$ cat src/rtl/aes_round_ctrl.sv
// aes_round_ctrl: Moore sequencer for the iterative AES round datapath (LOAD, SUB, SHIFT, MIX, ARK, DONE).
// Optional abort input enabled by defining AES_CTRL_ABORT_EN.
module aes_round_ctrl #(
    parameter int NR = 10
) (
    input  logic       clk,
    input  logic       clr,
    input  logic       start,
    input  logic       out_ready,
`ifdef AES_CTRL_ABORT_EN
    input  logic       abort,
`endif
    output logic       busy,
    output logic       ld_state,
    output logic       en_sub,
    output logic       en_shift,
    output logic       en_mix,
    output logic       en_ark,
    output logic [3:0] round,
    output logic       last_round,
    output logic       out_valid
);
    typedef enum logic [2:0] {IDLE, LOAD, SUB, SHIFT, MIX, ARK, DONE} state_t;

    localparam logic [3:0] NR_L = 4'(NR);

    state_t     r_state, w_next;
    logic [3:0] r_round, w_round;
    logic       w_last;

    assign w_last = (r_round == NR_L);

    always_ff @(posedge clk) begin
        if (clr) begin
            r_state <= IDLE;
            r_round <= 4'd0;
        end else begin
            r_state <= w_next;
            r_round <= w_round;
        end
    end

    always_comb begin
        w_next  = r_state;
        w_round = r_round;
        case (r_state)
            IDLE:    begin w_next = start ? LOAD : IDLE; w_round = 4'd0; end
            LOAD:    begin w_next = SUB; w_round = 4'd1; end
            SUB:     w_next = SHIFT;
            SHIFT:   w_next = w_last ? ARK : MIX;
            MIX:     w_next = ARK;
            ARK:     begin w_next = w_last ? DONE : SUB; w_round = w_last ? r_round : r_round + 4'd1; end
            DONE:    begin w_next = out_ready ? IDLE : DONE; w_round = out_ready ? 4'd0 : r_round; end
            default: begin w_next = IDLE; w_round = 4'd0; end
        endcase
        // an out-of-range counter can only come from corruption; recover to IDLE
        if (r_round > NR_L) begin
            w_next  = IDLE;
            w_round = 4'd0;
        end
`ifdef AES_CTRL_ABORT_EN
        if (abort && r_state != IDLE) begin
            w_next  = IDLE;
            w_round = 4'd0;
        end
`endif
    end

    assign busy       = (r_state != IDLE);
    assign ld_state   = (r_state == LOAD);
    assign en_sub     = (r_state == SUB);
    assign en_shift   = (r_state == SHIFT);
    assign en_mix     = (r_state == MIX);
    assign en_ark     = (r_state == ARK) || (r_state == LOAD);
    assign round      = r_round;
    assign last_round = w_last;
    assign out_valid  = (r_state == DONE);
endmodule

$ cat config.mk
export PLATFORM = sky130hd
export DESIGN_NAME = aes_round_ctrl
export DESIGN_NICKNAME = d
export VERILOG_FILES = /design/src/rtl/aes_round_ctrl.sv
export SDC_FILE = /design/constraint.sdc
export NUM_CORES = 1
export LEC_CHECK = 0
export BUFFER_PORTS_ARGS = -buffer_cell sky130_fd_sc_hd__buf_2
export CAP_MARGIN = 20
export CORE_AREA = 5 5 42 44
export DETAILED_ROUTE_END_ITERATION = 8
export DIE_AREA = 0 0 47 49
export GPL_ROUTABILITY_DRIVEN = 0
export GPL_TIMING_DRIVEN = 0
export SYNTH_ARGS = -nofsm -noshare
export SYNTH_HDL_FRONTEND = slang
export SYNTH_SLANG_ARGS = --single-unit
$ cat constraint.sdc
create_clock -name clk -period 2 [get_ports clk]
set_input_delay 0.3 -clock clk [delete_from_list [all_inputs] [get_ports clk]]
set_output_delay 0.3 -clock clk [all_outputs]
set_load 0.05 [all_outputs]
==> impl_metrics.toml <==
[run_status]
status = "finished, final reports clean"

[sta]
finalClockSkew_ns = 0.005708
tightestPinTransition_ns = 0.3936
grt_setup_unrepaired = "no"
drv_slew = 0
fmax_mhz = 531.5
final_hold_viol_count = 0
post-route-min-period_ns = 1.881
fin_setup_tns_ns = 0
setup_viol = 0
fin_crit_sh_pct = 94.07
max-slew-margin-rel_pct = 73.58

[routing]
vias = 492
postRouteAntennaNets = 0
drt-vias-per-instance = 5.290
drc = 0
routed_wl_um = 1071
drt_iter0_drc = 7
first_pass_iters = 4
wire_per_inst_um = 11.52

[worst_setup_path]
r2r_end = "round[2]"
r2r_slack_ns = 0.36
arrival_ns = 1.58
crit_path_start_kind = "flop"
r2r-start = "round[0]"
r2r.worst_path.cells = 6
path_class = "flop to output pin"
path_max_fanout = 10
required_ns = 1.70
cp-end-kind = "output pin"

[cts]
cts_root_buf = "clkbuf_4"
clock_latency_ns = 0.26
numCtsBuffers = 3
cts_sinks = 7
h-tree-depth = 1
cts_tree = "done"
post_cts_buffers = 0
path_clk_slew_ns = 0.06
clock_path_buffers = 2

[placement]
port_buffers = 15
post-dp-hpwl_um = 801
dp.cells = 89
post_dp_cell_area_um2 = 545.5

[finish]
fillers = 160
final-instance-count-excl-fill = 93
drive_gt1_share_pct = 32.47
design_area_um2 = 573.1
area_delta_synth_final_pct = 29.38
nNetsFinal = 84
diodes = 0
final_util_pct = 40.89

[global_routing]
grt_busiest_layer = "met1"
grt_pass1_vias = 442
grt_overflow = 0
grt_max_degree = 11
grt_pass1_wl_um = 1842
antenna_found_initial = 0
use_met2_pct = 14.25
use_met3_pct = 2.214
use_met1_pct = 15.52
globalRouteTotalUtil_pct = 10.66

[pwr]
total_power_uw = 402.1
power.density_mw_per_mm2 = 701.7
leakage_uw = 0.0002807
ir_worst_vdd_uv = 406.5

[yosys]
synth_top_area_cell = "dfxtp_1"
synth-xor-area-share_pct = 0
syn-cell-area_um2 = 442.9
muxShareOfSynthArea_pct = 0
synth_nets = 64
seq_area_frac_synth_pct = 31.64
netlist-cell-type-count = 28
synth-simple-area-share_pct = 27.40
synth_seq_cells = 7
synth_top_cell_area_share_pct = 31.64
ys_warn_count = 0
syn_avg_cell_area_um2 = 7.637
synth_compound_area_share_pct = 29.10
synth_area_leaders = "dfxtp_1 (32%), nor2b_1 (7.1%), a21oi_1 (5.6%), ha_1 (5.6%), a31oi_1 (4.2%)"
synthCells = 58
synth_top_family_by_area = "compound AO/OA/AOI/OAI gates"
synth_fa_ha_area_share_pct = 5.650

[die]
die_area_mm2 = 0.002303
initial_utilization_pct = 31.61
rows = 14
io_pins = 16
die_x_um = 47
fp.dieH_um = 49
core-area_mm2 = 0.001401

[hold_path]
whs_endpoint = "r_state[1]"
min_path_cells = 4
hold_path.class = "input port to flop"
hold_start = "out_ready"

[job]
cap_violations = 0
[what timing repair did]
action | CTS | global route
resized for setup | 0 | 2
hold buffers | 0 | 0
endpoints found under the setup margin | 0 | 1
hold endpoints to repair | 0 | 0
[synth_stat cells]
library cell and n:
a21o_1 2, dfxtp_1 7, a21boi_1 1, nor3_1 1
nand3_1 2, clkbuf_1 2, inv_1 3, o21ai_1 2
nor2_1 3, or3_1 2, o32ai_1 1, buf_2 1
o21ai_0 1, nand3b_1 1, o22ai_1 1, a2111oi_0 1
a211oi_1 1, o21a_1 1, a31oi_1 3, ha_1 2
nor3b_1 1, nor2b_1 5, nand3b_2 1, nand2_1 5
and2_1 1, inv_2 1, a21oi_2 1, a21oi_1 5
[logic make-up after synthesis]
family / Yosys count
buffers and inverters: 7
and+or+nand+nor: 22
adders and majority gates: 2
AOI/OAI and AO/OA: 20
DFF: 7
[metrics by stage]
step,setup slack [ns],hold slack [ns]
detailed placement,0.3839,0.5266
CTS,0.1189,0.3634
floorplan,-0.01633,0.4892
global route,0.01872,0.4280
global placement,0.3811,0.5128
finish,0.1186,0.3630
[power by group]
group          internal (uW)  leakage [uW]  switching [uW]  total (uW)
clock network           76.5     0.0000150            58.2         135
registers                146     0.0000570            8.56         155
logic                   33.8      0.000209            78.9         113
[state kept, by name, summed over array words and instances (netlist names)]
signal / flops
r_state: 3
round: 4
[cell type report]
cell class	count	area [um2]	area share, %
buffer	3	13.76	2.402
timing repair buffer	15	75.07	13.10
clock buffer	4	26.28	4.585
inverter	4	15.01	2.620
tap	16	20.02	3.493
sequential	7	140.1	24.45
multi-input combinational	44	282.8	49.34
[cells in the final DEF, fill, tap and decap left out, drive strengths merged]
cell / count
a2111oi: 1
a211oi: 1
a21boi: 1
a21o: 2
a21oi: 6
a31oi: 3
and2: 1
buf: 16
clkbuf: 6
dfxtp: 7
ha: 2
inv: 4
nand2: 5
nand3: 2
nand3b: 2
nor2: 3
nor2b: 5
nor3: 1
nor3b: 1
o21a: 1
o21ai: 3
o22ai: 1
o32ai: 1
or3: 2
[metal layers]
layer	part of all wire, %	vias up	wire, um
met3	7.0	4	75
li1	-	245	-
met5	0	-	0
met2	44	14	467
met4	2.0	0	21
met1	47	229	508
[worst max path at each step]
stage / start / end / cells after the start
floorplan: r_state[0] / ld_state / 3
global placement: round[0] / round[2] / 6
detailed placement: round[0] / round[2] / 6
CTS: r_state[2] / en_mix / 3
global route: r_state[2] / en_mix / 3
finish: r_state[2] / en_mix / 3
[worst max-delay path, stage by stage (launching register included)]
cell and delay (ns):
dfxtp_1 0.46, clkbuf_1 0.36, nor3b_2 0.23, buf_2 0.28
Note: power is estimated with default switching activity, not from simulation.
